## config.mk

```make
export PLATFORM = sky130hd
export DESIGN_NAME = apu_pulse_sequencer
export DESIGN_NICKNAME = d
export VERILOG_FILES = /design/src/rtl/apu_pulse_sequencer.sv
export SDC_FILE = /design/constraint.sdc
export NUM_CORES = 1
export LEC_CHECK = 0
export BUFFER_PORTS_ARGS = -buffer_cell sky130_fd_sc_hd__clkbuf_2
export CORE_AREA = 2 2 122 124
export CTS_CLUSTER_DIAMETER = 100
export CTS_CLUSTER_SIZE = 28
export DETAILED_ROUTE_END_ITERATION = 8
export DIE_AREA = 0 0 124 126
export PLACE_DENSITY = 0.75
export SYNTH_ARGS = -nofsm -noshare
export SYNTH_HDL_FRONTEND = slang
export SYNTH_SLANG_ARGS = --single-unit
```

## constraint.sdc

```tcl
create_clock -name clk -period 2.3 [get_ports clk]
set_clock_uncertainty 0.2 [all_clocks]
set_input_delay 0.46 -clock clk [delete_from_list [all_inputs] [get_ports clk]]
set_output_delay 0.46 -clock clk [all_outputs]
set_load 0.02 [all_outputs]
```

## src/rtl/apu_pulse_sequencer.sv

```systemverilog
// Note-table sequencer for the pulse channel: plays up to DEPTH {duty, period}
// notes by handshaking each note onto the period/duty ready/valid channels,
// then holding it for a programmable number of cycles.
module apu_pulse_sequencer #(
  parameter int DEPTH   = 8,
  parameter int ADDR_W  = 3,
  parameter int TEMPO_W = 16
) (
  input  logic               clk,
  input  logic               reset,
  input  logic               wr_en,
  input  logic [ADDR_W-1:0]  wr_addr,
  input  logic [12:0]        wr_data,
  input  logic [ADDR_W:0]    len,
  input  logic [TEMPO_W-1:0] tempo,
  input  logic               loop,
  input  logic               start,
  input  logic               stop,
  output logic [10:0]        period_s,
  output logic               period_s_vld,
  input  logic               period_s_rdy,
  output logic [1:0]         duty_s,
  output logic               duty_s_vld,
  input  logic               duty_s_rdy,
  output logic               busy,
  output logic [ADDR_W-1:0]  note_idx,
  output logic               done
);

  localparam logic [ADDR_W:0]    DEPTH_L   = DEPTH[ADDR_W:0];
  localparam logic [TEMPO_W-1:0] TEMPO_ONE = {{(TEMPO_W-1){1'b0}}, 1'b1};

  // S_LOAD is the entry cycle of SEND: the table is read and vld is raised
  // on the following edge.
  typedef enum logic [1:0] {S_IDLE, S_LOAD, S_SEND, S_HOLD} state_t;

  state_t             state, state_n;
  logic [12:0]        table_q [DEPTH];
  logic [ADDR_W:0]    len_q, len_n;
  logic [TEMPO_W-1:0] tempo_q, tempo_n;
  logic [TEMPO_W-1:0] cnt_q, cnt_n;
  logic               loop_q, loop_n;
  logic               abort_q, abort_n;
  logic [ADDR_W-1:0]  idx_n;
  logic [10:0]        period_n;
  logic [1:0]         duty_n;
  logic               p_vld_n, d_vld_n, done_n;
  logic               p_fin, d_fin, last_note;

  assign busy      = (state != S_IDLE);
  assign p_fin     = !period_s_vld || period_s_rdy;
  assign d_fin     = !duty_s_vld || duty_s_rdy;
  assign last_note = ({1'b0, note_idx} == (len_q - 1'b1));

  // Note table storage, host writable at any time
  always_ff @(posedge clk) begin
    if (reset) begin
      for (int unsigned i = 0; i < DEPTH; i++) table_q[i] <= '0;
    end else if (wr_en) begin
      table_q[wr_addr] <= wr_data;
    end
  end

  // State and datapath registers
  always_ff @(posedge clk) begin
    if (reset) begin
      state        <= S_IDLE;
      len_q        <= '0;
      tempo_q      <= '0;
      loop_q       <= 1'b0;
      cnt_q        <= '0;
      abort_q      <= 1'b0;
      note_idx     <= '0;
      period_s     <= '0;
      duty_s       <= '0;
      period_s_vld <= 1'b0;
      duty_s_vld   <= 1'b0;
      done         <= 1'b0;
    end else begin
      state        <= state_n;
      len_q        <= len_n;
      tempo_q      <= tempo_n;
      loop_q       <= loop_n;
      cnt_q        <= cnt_n;
      abort_q      <= abort_n;
      note_idx     <= idx_n;
      period_s     <= period_n;
      duty_s       <= duty_n;
      period_s_vld <= p_vld_n;
      duty_s_vld   <= d_vld_n;
      done         <= done_n;
    end
  end

  // Next-state and datapath update
  always_comb begin
    state_n  = state;
    len_n    = len_q;
    tempo_n  = tempo_q;
    loop_n   = loop_q;
    cnt_n    = cnt_q;
    abort_n  = abort_q;
    idx_n    = note_idx;
    period_n = period_s;
    duty_n   = duty_s;
    p_vld_n  = period_s_vld;
    d_vld_n  = duty_s_vld;
    done_n   = 1'b0;
    unique case (state)
      S_IDLE: begin
        abort_n = 1'b0;
        if (start && !stop && (len != '0)) begin
          len_n   = (len > DEPTH_L) ? DEPTH_L : len;
          tempo_n = (tempo == '0) ? TEMPO_ONE : tempo;
          loop_n  = loop;
          idx_n   = '0;
          state_n = S_LOAD;
        end
      end
      S_LOAD: begin
        // Nothing is on the wires yet, so a stop here can leave at once.
        if (stop) begin
          state_n = S_IDLE;
        end else begin
          period_n = table_q[note_idx][10:0];
          duty_n   = table_q[note_idx][12:11];
          p_vld_n  = 1'b1;
          d_vld_n  = 1'b1;
          state_n  = S_SEND;
        end
      end
      S_SEND: begin
        if (period_s_vld && period_s_rdy) p_vld_n = 1'b0;
        if (duty_s_vld && duty_s_rdy)     d_vld_n = 1'b0;
        if (p_fin && d_fin) begin
          cnt_n   = tempo_q;
          state_n = (abort_q || stop) ? S_IDLE : S_HOLD;
        end else if (stop) begin
          abort_n = 1'b1;
        end
      end
      S_HOLD: begin
        if (stop) begin
          cnt_n   = '0;
          state_n = S_IDLE;
        end else if (cnt_q <= TEMPO_ONE) begin
          cnt_n = '0;
          if (!last_note) begin
            idx_n   = note_idx + 1'b1;
            state_n = S_LOAD;
          end else if (loop_q) begin
            idx_n   = '0;
            state_n = S_LOAD;
          end else begin
            done_n  = 1'b1;
            state_n = S_IDLE;
          end
        end else begin
          cnt_n = cnt_q - 1'b1;
        end
      end
      default: state_n = S_IDLE;
    endcase
  end

endmodule

```

==> results.py <==
metrics = {
    "cts": {
        "clock_sinks": 163,
        "cts_buffers": 17,
        "clkTransAtPathRegs_ns": 0.07,
        "cts_tree": "built",
        "clock_latency_ns": 0.43,
        "cts_buffer_depth": 2,
        "cts_hold_buffers": 0,
        "root_buffer": "clkbuf_16",
        "htreeDepth": 4,
    },
    "logic_synthesis": {
        "syn_area_per_cell_um2": 11.8,
        "synth_edf_count": 104,
        "syn_inst": 639,
        "ys_seq_area_frac": 0.569,
        "ys_warn_count": 0,
        "ys_types": 58,
        "ys_ff_latch": 163,
        "post-synth-top-area-fraction": 0.413,
        "synth_area_leaders": "edfxtp_1 (41%), dfxtp_1 (16%), and2_1 (8.9%)",
        "async_flop_share": 0,
        "syn_area_um2": 7570,
        "syn_nets": 687,
        "synth_ff_type": "edfxtp_1",
        "yosys.area.top_type": "edfxtp_1",
    },
    "sta": {
        "max_freq_mhz": 453,
        "timing_hold_violations_final": 0,
        "min_period_ns": 2.21,
        "maxSlewViolCount": 0,
        "tightest_slew_ns": 0.852,
        "max-slew-margin-rel": 0.430,
        "worst_slack_ns": 0.0939,
        "finalCritPeriodShare": 0.959,
        "setup_viol_count_final": 0,
    },
    "final_layout": {
        "stdcell_count": 915,
        "fin_nets": 766,
        "final_cell_mix": "and2_1 (108), edfxtp_1 (104), clkbuf_2 (63)",
        "drive_above_1_share": 0.256,
        "area_growth_pct": 18.5,
        "final_common_cell": "and2_1",
        "stdcell_area_um2": 8960,
        "n_antenna_cell": 0,
        "num-fill-cells": 1112,
    },
    "placement": {
        "gp_congestion": 0.891,
        "place_area_um2": 8250,
        "dp_cells": 881,
        "dp.final_hpwl_mm": 12.1,
        "io_buffers": 63,
        "pre_cts_slack_ns": -0.0219,
    },
    "power_and_ir_drop": {
        "p_sw_frac": 0.239,
        "total_power_mw": 6.90,
        "p_seq_frac": 0.482,
        "internal_power_mw": 5.25,
        "powerDensity_nw_per_um2": 769,
        "pwr-share-comb": 0.078,
        "p_leak_nw": 3.30,
        "switchingPower_mw": 1.65,
        "ir_drop_mv": 0.591,
        "power_frac_clock": 0.440,
    },
    "setup_path": {
        "r2r_cells": 8,
        "required_ns": 2.45,
        "cpMaxStageDelayCell": "or3b_4",
        "cp_top_family": "simple AND/OR/NAND/NOR gates",
        "path_buf_inv": 2,
        "ff2ff_setup_slack_ns": 0.09,
        "critPathCaptureType": "flip-flop",
        "crit_fanout": 4,
        "r2r_end": "cnt_q[14]$_SDFFE_PP0P_",
        "critPathMaxStageDelay_ns": 0.42,
        "r2r-start": "cnt_q[0]$_SDFFE_PP0P_",
        "crit_chain": "inv_1 > ha_2 > or3b_4 > or2_2 > buf_4 > nor2_1 > nand4_1 > a31oi_1",
        "critPathKind": "flip-flop to flip-flop",
        "start_kind": "flip-flop",
        "arrival_ns": 2.36,
    },
    "die": {
        "ioPinCount": 64,
        "core_um2": 14300,
        "die_area_um2": 15600,
        "chipWidth_um": 124,
        "rows": 44,
        "initial_core_util": 0.529,
        "die_y_um": 126,
    },
    "detailed_routing": {
        "drt-total-wl_mm": 17.7,
        "viasPerCell": 5.86,
        "dr.pass1.iters": 5,
        "ant_nets": 0,
        "drcViolationCount": 0,
        "vias": 5365,
        "wl_per_cell_um": 19.4,
        "drt_iter0_markers": 525,
    },
    "grt": {
        "antenna_found_initial": 0,
        "overflow": 0,
        "grt_pass1_wl_mm": 27.8,
        "grt_pass1_vias": 5406,
        "grt_max_degree": 49,
        "grt_usage": 0.238,
    },
    "run": {
        "drv_cap": 0,
    },
    "hold_path": {
        "hold-path-endpoint": "tempo_q[11]$_SDFFE_PP0P_",
        "hold_depth": 3,
        "min_from": "tempo[11]",
        "hold_path.class": "input pin to flip-flop",
    },
    "run_status": {
        "status": "completed",
    },
}
## what timing repair did
item,in CTS,in global routing
pin swaps,0,1
buffers inserted,0,2
endpoints found under the setup margin,3,19
gates resized for setup,1,12
## tightest hold or removal path, cell delays in order
cell	delay, ns
clkbuf_2	0.09
nand2_1	0.05
a21oi_1	0.05
## sequential cells by signal, summed over array words and instances (netlist names)
signal	flops
abort_q	1
cnt_q	16
done	1
duty_s	2
duty_s_vld	1
len_q	4
loop_q	1
note_idx	3
period_s	11
period_s_vld	1
state	2
table_q	104
tempo_q	16
## layer usage
layer  GRT usage  vias to the layer above  share of wire  wire, µm
met5           0                        -              0         0
met4      0.0826                        0          0.019       340
met3      0.0507                       32          0.055       972
met2       0.401                      183           0.50      8930
met1       0.305                     2621           0.42      7480
li1            -                     2529              -         -
## power by group through the flow
| stage | sequential, mW | clock, mW | combinational [mW] |
|---|---|---|---|
| floorplan | 3.37 | 0 | 0.313 |
| global placement | 3.38 | 0 | 0.511 |
| detailed placement | 3.39 | 0 | 0.522 |
| CTS | 3.32 | 3.07 | 0.527 |
| global route | 3.34 | 3.19 | 0.586 |
| finish | 3.33 | 3.04 | 0.535 |
## through the flow
stage | util | hold slack [ns] | setup TNS, ns
3_3_place_gp | 0.576 | 0.249 | 0
4_1_cts | 0.621 | 0.0537 | 0
3_5_place_dp | 0.576 | 0.255 | -0.0304
6_report | 0.626 | 0.0710 | 0
5_1_grt | 0.626 | 0.0737 | -0.00207
2_1_floorplan | - | 0.213 | 0
## synthesized netlist by cell type (2+ instances only)
cell type and count:
a31oi_1 14, buf_2 5, mux2i_1 13, nand2b_1 5, nor3_1 11, a41oi_1 2
nand4_1 6, o311ai_0 2, o32ai_1 2, buf_1 3, nor2b_1 2, inv_1 13
dfxtp_1 59, clkbuf_1 31, a21oi_1 24, or3b_2 2, a22oi_1 8, a21o_1 2
a21boi_0 3, a32oi_1 2, ha_1 4, nor4_1 8, nand3b_1 6, and3b_1 2
a221oi_1 6, and2_1 108, xor2_1 4, a211oi_1 18, nor2_1 49, and3_1 2
nand3_1 10, mux4_2 26, nand2_1 39, o211ai_1 3, nor4_2 2, o21ai_0 6
or3_1 3, or2_2 10, edfxtp_1 104, o311a_1 2
## how the worst max path moves through the flow
stage,cells past startpoint,to,start
2_1_floorplan,6,cnt_q[12]$_SDFFE_PP0P_,cnt_q[7]$_SDFFE_PP0P_
3_3_place_gp,6,cnt_q[7]$_SDFFE_PP0P_,duty_s_rdy
3_5_place_dp,7,cnt_q[8]$_SDFFE_PP0P_,cnt_q[0]$_SDFFE_PP0P_
4_1_cts,5,cnt_q[15]$_SDFFE_PP0P_,cnt_q[8]$_SDFFE_PP0P_
5_1_grt,7,note_idx[0]$_SDFFE_PP0P_,len_q[0]$_SDFFE_PP0P_
6_report,8,cnt_q[14]$_SDFFE_PP0P_,cnt_q[0]$_SDFFE_PP0P_
## area by class of cell
class | count | area, µm² | share of cell area
well taps | 184 | 230 | 0.0257
clock buffers | 17 | 425 | 0.0475
clock inverters | 15 | 213 | 0.0237
repair buffers | 100 | 618 | 0.0689
inverters | 13 | 48.8 | 0.00544
flip-flops and latches | 163 | 4310 | 0.480
multi-input cells | 423 | 3120 | 0.348
## logic make-up (layout without fill, tap and decap cells)
group                      Yosys count  after routing  synth area share
AOI/OAI and AO/OA                   99             99            0.0901
and+or+nand+nor                    276            276             0.206
buffers and inverters               53            145            0.0281
xor gates and xnor gates             5              5           0.00579
muxes                               39             39            0.0946
adders and majority gates            4              4           0.00662
DFF                                163            163             0.569
No activity file was read; power rests on OpenSTA's default activity.
